`src/rtl/pic16f84_x1_fetch_if.sv`:
```
// Program-ROM fetch bus between the PIC16F84 fetch sequencer (master)
// and the ROM/execute side (slave).
interface pic16f84_x1_fetch_if #(
  parameter int PC_WIDTH   = 13,
  parameter int INST_WIDTH = 14
);
  logic [INST_WIDTH-1:0] inst_in;
  logic                  stall;
  logic                  branch_en;
  logic                  call_en;
  logic                  return_en;
  logic [PC_WIDTH-1:0]   target_in;
  logic                  q1, q2, q3, q4;
  logic [PC_WIDTH-1:0]   pc_out;
  logic [INST_WIDTH-1:0] ir_out;
  logic                  ir_valid;
  logic                  nop_out;
  logic                  stack_overflow;
  logic                  stack_underflow;

  modport master (
    input  inst_in, stall, branch_en, call_en, return_en, target_in,
    output q1, q2, q3, q4, pc_out, ir_out, ir_valid, nop_out,
           stack_overflow, stack_underflow
  );

  modport slave (
    output inst_in, stall, branch_en, call_en, return_en, target_in,
    input  q1, q2, q3, q4, pc_out, ir_out, ir_valid, nop_out,
           stack_overflow, stack_underflow
  );
endinterface

```
`src/rtl/pic16f84_x1_fetch.sv`:
```
// PIC16F84 instruction-fetch sequencer: Q1..Q4 phase generator, PC/IR
// pipeline with redirect flush, and a circular hardware return stack.
module pic16f84_x1_fetch #(
  parameter int                    PC_WIDTH     = 13,
  parameter int                    INST_WIDTH   = 14,
  parameter logic [PC_WIDTH-1:0]   RESET_VECTOR = 13'h0000,
  parameter int                    STACK_DEPTH  = 8
) (
  input  logic                      clk,
  input  logic                      rst,
  pic16f84_x1_fetch_if.master       bus
);
  localparam int SP_W = $clog2(STACK_DEPTH);
  localparam logic [SP_W:0] DEPTH_FULL = (SP_W+1)'(STACK_DEPTH);

  localparam logic [1:0] PH_Q1 = 2'd0;
  localparam logic [1:0] PH_Q2 = 2'd1;
  localparam logic [1:0] PH_Q3 = 2'd2;
  localparam logic [1:0] PH_Q4 = 2'd3;

  logic [1:0]            phase_q;
  logic [PC_WIDTH-1:0]   pc_q, pc_d;
  logic [INST_WIDTH-1:0] ir_q, ir_d;
  logic                  vld_q, vld_d;
  logic                  nop_q, nop_d;
  logic [SP_W-1:0]       sp_q, sp_d, sp_dec;
  logic [SP_W:0]         dep_q, dep_d;
  logic                  ovf_q, ovf_d;
  logic                  unf_q, unf_d;
  logic                  push;
  logic                  eoc;
  logic [PC_WIDTH-1:0]   stack_q [STACK_DEPTH];

  assign eoc    = (phase_q == PH_Q4);
  assign sp_dec = sp_q - SP_W'(1);

  always_comb begin
    pc_d  = pc_q;
    ir_d  = ir_q;
    vld_d = vld_q;
    nop_d = nop_q;
    sp_d  = sp_q;
    dep_d = dep_q;
    ovf_d = ovf_q;
    unf_d = unf_q;
    push  = 1'b0;
    if (eoc) begin
      if (bus.return_en) begin
        // Empty-stack pop still reads the wrapped slot; only the flag records it.
        pc_d = stack_q[sp_dec];
        sp_d = sp_dec;
        if (dep_q == '0) unf_d = 1'b1;
        else             dep_d = dep_q - (SP_W+1)'(1);
      end else if (bus.call_en) begin
        push = 1'b1;
        pc_d = bus.target_in;
        sp_d = sp_q + SP_W'(1);
        if (dep_q == DEPTH_FULL) ovf_d = 1'b1;
        else                     dep_d = dep_q + (SP_W+1)'(1);
      end else if (bus.branch_en) begin
        pc_d = bus.target_in;
      end
      if (bus.return_en || bus.call_en || bus.branch_en) begin
        ir_d  = '0;
        vld_d = 1'b0;
        nop_d = 1'b1;
      end else if (bus.stall) begin
        vld_d = 1'b0;
        nop_d = 1'b0;
      end else begin
        ir_d  = bus.inst_in;
        vld_d = 1'b1;
        nop_d = 1'b0;
        pc_d  = pc_q + PC_WIDTH'(1);
      end
    end
  end

  always_ff @(posedge clk or posedge rst) begin
    if (rst) begin
      phase_q <= PH_Q1;
      pc_q    <= RESET_VECTOR;
      ir_q    <= '0;
      vld_q   <= 1'b0;
      nop_q   <= 1'b1;
      sp_q    <= '0;
      dep_q   <= '0;
      ovf_q   <= 1'b0;
      unf_q   <= 1'b0;
      for (int i = 0; i < STACK_DEPTH; i++) stack_q[i] <= '0;
    end else begin
      phase_q <= phase_q + 2'd1;
      pc_q    <= pc_d;
      ir_q    <= ir_d;
      vld_q   <= vld_d;
      nop_q   <= nop_d;
      sp_q    <= sp_d;
      dep_q   <= dep_d;
      ovf_q   <= ovf_d;
      unf_q   <= unf_d;
      // A full stack's write slot is the oldest entry, so overflow overwrites it.
      if (push) stack_q[sp_q] <= pc_q;
    end
  end

  assign bus.q1              = (phase_q == PH_Q1);
  assign bus.q2              = (phase_q == PH_Q2);
  assign bus.q3              = (phase_q == PH_Q3);
  assign bus.q4              = (phase_q == PH_Q4);
  assign bus.pc_out          = pc_q;
  assign bus.ir_out          = ir_q;
  assign bus.ir_valid        = vld_q;
  assign bus.nop_out         = nop_q;
  assign bus.stack_overflow  = ovf_q;
  assign bus.stack_underflow = unf_q;
endmodule

```
`src/flat_wrapper.sv`:
```
// flat-port wrapper written by rule: the top's interface ports become plain ports
module pic16f84_x1_fetch_flat 
#(
  parameter int                    PC_WIDTH     = 13,
  parameter int                    INST_WIDTH   = 14,
  parameter logic [PC_WIDTH-1:0]   RESET_VECTOR = 13'h0000,
  parameter int                    STACK_DEPTH  = 8
)
  (clk, rst, bus_inst_in, bus_stall, bus_branch_en, bus_call_en, bus_return_en, bus_target_in, bus_q1, bus_q2, bus_q3, bus_q4, bus_pc_out, bus_ir_out, bus_ir_valid, bus_nop_out, bus_stack_overflow, bus_stack_underflow);
  pic16f84_x1_fetch_if #(.PC_WIDTH(PC_WIDTH), .INST_WIDTH(INST_WIDTH)) bus_i ();
  input  logic clk;
  input  logic rst;
  input wire logic [$bits(bus_i.inst_in)-1:0] bus_inst_in;
  input wire logic [$bits(bus_i.stall)-1:0] bus_stall;
  input wire logic [$bits(bus_i.branch_en)-1:0] bus_branch_en;
  input wire logic [$bits(bus_i.call_en)-1:0] bus_call_en;
  input wire logic [$bits(bus_i.return_en)-1:0] bus_return_en;
  input wire logic [$bits(bus_i.target_in)-1:0] bus_target_in;
  output wire logic [$bits(bus_i.q1)-1:0] bus_q1;
  output wire logic [$bits(bus_i.q2)-1:0] bus_q2;
  output wire logic [$bits(bus_i.q3)-1:0] bus_q3;
  output wire logic [$bits(bus_i.q4)-1:0] bus_q4;
  output wire logic [$bits(bus_i.pc_out)-1:0] bus_pc_out;
  output wire logic [$bits(bus_i.ir_out)-1:0] bus_ir_out;
  output wire logic [$bits(bus_i.ir_valid)-1:0] bus_ir_valid;
  output wire logic [$bits(bus_i.nop_out)-1:0] bus_nop_out;
  output wire logic [$bits(bus_i.stack_overflow)-1:0] bus_stack_overflow;
  output wire logic [$bits(bus_i.stack_underflow)-1:0] bus_stack_underflow;
  assign bus_i.inst_in = bus_inst_in;
  assign bus_i.stall = bus_stall;
  assign bus_i.branch_en = bus_branch_en;
  assign bus_i.call_en = bus_call_en;
  assign bus_i.return_en = bus_return_en;
  assign bus_i.target_in = bus_target_in;
  assign bus_q1 = bus_i.q1;
  assign bus_q2 = bus_i.q2;
  assign bus_q3 = bus_i.q3;
  assign bus_q4 = bus_i.q4;
  assign bus_pc_out = bus_i.pc_out;
  assign bus_ir_out = bus_i.ir_out;
  assign bus_ir_valid = bus_i.ir_valid;
  assign bus_nop_out = bus_i.nop_out;
  assign bus_stack_overflow = bus_i.stack_overflow;
  assign bus_stack_underflow = bus_i.stack_underflow;
  pic16f84_x1_fetch #(.PC_WIDTH(PC_WIDTH), .INST_WIDTH(INST_WIDTH), .RESET_VECTOR(RESET_VECTOR), .STACK_DEPTH(STACK_DEPTH)) u_core (.clk(clk), .rst(rst), .bus(bus_i));
endmodule
```
`config.mk`:
```
export PLATFORM = sky130hd
export DESIGN_NAME = pic16f84_x1_fetch_flat
export DESIGN_NICKNAME = d
export VERILOG_FILES = /design/src/rtl/pic16f84_x1_fetch_if.sv /design/src/rtl/pic16f84_x1_fetch.sv /design/src/flat_wrapper.sv
export SDC_FILE = /design/constraint.sdc
export NUM_CORES = 1
export LEC_CHECK = 0
export BUFFER_PORTS_ARGS = -buffer_cell sky130_fd_sc_hd__clkbuf_2
export CAP_MARGIN = 20
export CORE_UTILIZATION = 50
export DETAILED_ROUTE_END_ITERATION = 12
export PLACE_DENSITY_LB_ADDON = 0.12
export REMOVE_ABC_BUFFERS = 1
export SLEW_MARGIN = 0
export SYNTH_ARGS = -nofsm -noshare
export SYNTH_HDL_FRONTEND = slang
export SYNTH_SLANG_ARGS = --single-unit
```
`constraint.sdc`:
```
create_clock -name clk -period 5.45 [get_ports clk]
set_input_delay 1.3625 -clock clk [delete_from_list [all_inputs] [get_ports clk]]
set_output_delay 1.3625 -clock clk [all_outputs]
set_load 0.02 [all_outputs]
```
==> out/metrics.cfg <==
[drt]
wirelength_um = 17100
ant_nets = 0
vias_per_cell = 6.04
wire_per_inst_um = 21.6
drc = 0
drtPass1Iterations = 5
dr.first_iter.drc_count = 427
vias = 4789

[synth]
synth-edff-count = 0
avgSynthCellArea_sq_um = 12.5
yosys_register_bits = 144
yosysTopAreaCell = dfrtp_1
synth.area.top_cells = dfrtp_1 52%, mux2_2 14%, mux4_2 7.8%
ys_warn_count = 0
async_reset_ff_frac = 1.00
ys_types = 54
synth_area_sq_mm = 0.00691
seq_area_frac_synth = 0.521
synth_top_area_frac = 0.518
synth_ff_type = dfrtp_1
synth_cells = 551

[place]
io_buffers = 67
pre_cts_ws_ns = 1.78
dp_hpwl_um = 10800
gp_congestion = 0.808

[critical_path]
endpoint_kind = register
startpoint_type = register
path_max_fanout = 28
critPathRequiredTime_ns = 5.68
setup.worst_path.class = reg2reg
crit_arrival_ns = 3.76

[clock_tree]
cts_resized = 0
clkLatencyLatePin_ns = 0.42
cts-buffers-inserted = 17
cts-root-buf = clkbuf_16
cts.sinks = 144
cts_tree = done
post_cts_buffers = 0
cts.path.max_buffers = 2
path_clk_slew_ns = 0.06
ctsHoldBuffers = 0
htreeDepth = 4

[cells_and_area]
layout-drive-gt1-share = 0.378
area_growth_syn_to_layout_pct = 15.8
num-nets-final = 649
fin_util = 0.600
fillers = 1107
n_antenna_cell = 0

[grt]
grt_overflow = 0
grt_usage = 0.257
grt_pass1_vias = 4963
grt_max_degree = 110
grt_pass1_wl_um = 27400
antenna_found_initial = 0

[power]
vdd_drop_max_uv = 302
power_density_mw_per_mm2 = 532
leakagePower_nw = 3.82

[sta]
hold_ws_ns = 0.466
setup_viol = 0
finalWorstPathRequiredPeriod_ns = 3.53
setup-tns-final_ns = 0
relSlewSlack = 0.410
timing.fmax_ghz = 0.283
hold_violations = 0
layout_setup_ws_ns = 1.92
worst_pin_slew_ns = 0.883
post-route-period-util = 0.648
grt_setup_unrepaired = no
skew_ns = 0.00707
slew_violations = 0

[floorplanning]
coreArea_sq_mm = 0.0133
die_y_um = 120
start_util = 0.518
pin_count = 68
die_width_um = 120
core.rowCount = 42
die-area_sq_mm = 0.0143

[outcome]
status = complete, no violations

[worst_hold_path]
hp-class = reg2reg

[run]
maxCapViolCount = 0

==> flip-flops by register name, summed over array words and instances (netlist names) <==
| name | cells |
|---|---|
| u_core.bus.pc_out | 13 |
| u_core.bus.nop_out | 1 |
| u_core.bus.ir_valid | 1 |
| u_core.bus.stack_underflow | 1 |
| u_core.phase_q | 2 |
| u_core.sp_q | 3 |
| u_core.stack_q | 104 |
| u_core.bus.ir_out | 14 |
| u_core.dep_q | 4 |
| u_core.bus.stack_overflow | 1 |
==> where the power goes <==
part / total [W] / switching (W) / internal [W]
clock: 0.00121 / 0.000423 / 0.000789
combinational: 0.00134 / 0.000676 / 0.000665
sequential: 0.00171 / 0.000313 / 0.00139
==> area by class of cell <==
class | instances | area (sq um) | share of cell area
Tap cell | 176 | 220 | 0.0275
Sequential cell | 144 | 3600 | 0.450
Clock buffer | 26 | 519 | 0.0649
Clock inverter | 4 | 97.6 | 0.0122
Multi-Input combinational cell | 344 | 3030 | 0.379
Timing Repair Buffer | 81 | 458 | 0.0572
Inverter | 18 | 72.6 | 0.00907
==> routing by layer <==
layer / GRT usage / up-vias / routed length (um)
met2: 0.415 / 159 / 8390
met4: 0.0695 / 0 / 201
met3: 0.0618 / 17 / 1010
met1: 0.348 / 2495 / 7530
li1: - / 2118 / -
met5: 0 / - / 0
==> cell usage in the layout (no fill, tap or decap), types with 10 or more instances in the layout <==
cell / instances
a21oi_1: 12
buf_4: 12
mux2i_1: 11
dfrtp_1: 143
a22o_1: 17
nand2_1: 45
mux4_2: 24
mux2_2: 88
inv_1: 15
clkbuf_2: 68
nor2_1: 15
o21ai_0: 39
nand3_1: 10
clkbuf_16: 17
==> worst paths after layout <==
path                                                  from                          to  slack (ns)  depth (start not counted)
max in group asynchronous                              rst          u_core.bus.nop_out        3.36                          4
worst max register to register              u_core.sp_q[0]       u_core.bus.pc_out[10]        1.92                          8
min in group asynchronous                              rst          u_core.stack_q[21]        0.88                          2
worst min register to register  u_core.bus.stack_underflow  u_core.bus.stack_underflow        0.47                          1
worst min-delay path            u_core.bus.stack_underflow  u_core.bus.stack_underflow        0.47                          1
worst max-delay path                        u_core.sp_q[0]       u_core.bus.pc_out[10]        1.92                          8
==> cells by family after synthesis <==
kind of cell | count (synthesis) | share of synthesized area
DFF | 144 | 0.521
muxes | 124 | 0.240
AOI/OAI and AO/OA | 102 | 0.0979
and+or+nand+nor | 99 | 0.0688
buffers and inverters | 63 | 0.0407
adders and majority gates | 10 | 0.0192
xor gates and xnor gates | 9 | 0.0125
==> cell usage after synthesis, types with 2 or more instances <==
cell	instances
dfrtp_1	143
mux2_2	88
nand2_1	45
o21ai_0	39
mux4_2	24
clkbuf_1	23
a22o_1	17
inv_1	16
buf_2	15
nor2_1	15
a21oi_1	12
mux2i_1	11
nand3_1	10
a31oi_1	9
ha_1	9
and3_1	5
nor3_1	5
xnor2_1	5
a21o_1	4
nand3b_1	4
nand4_1	4
a221oi_1	3
a222oi_1	3
buf_4	3
xor2_1	3
a211oi_1	2
a311o_1	2
a311oi_1	2
buf_1	2
buf_6	2
clkinv_1	2
o22ai_1	2
==> worst max-delay path, cell delays in order (launching register included) <==
cell	delay (ns)
dfrtp_1	0.33
buf_4	0.42
clkinv_1	0.42
ha_1	0.39
xnor2_2	0.65
mux4_2	0.60
mux2_4	0.28
a21oi_2	0.16
a311oi_1	0.09
==> per-stage QoR <==
stage / total power (W) / area [sq um] / cells
after CTS: 0.00428 / 7970 / 791
after detailed placement: 0.00305 / 7360 / 761
final: 0.00426 / 8010 / 793
after global placement: 0.00299 / 7360 / 761
after global routing: 0.00448 / 8010 / 793
after floorplan: 0.00260 / 6700 / 506
Power figures use the tool's default switching activity.
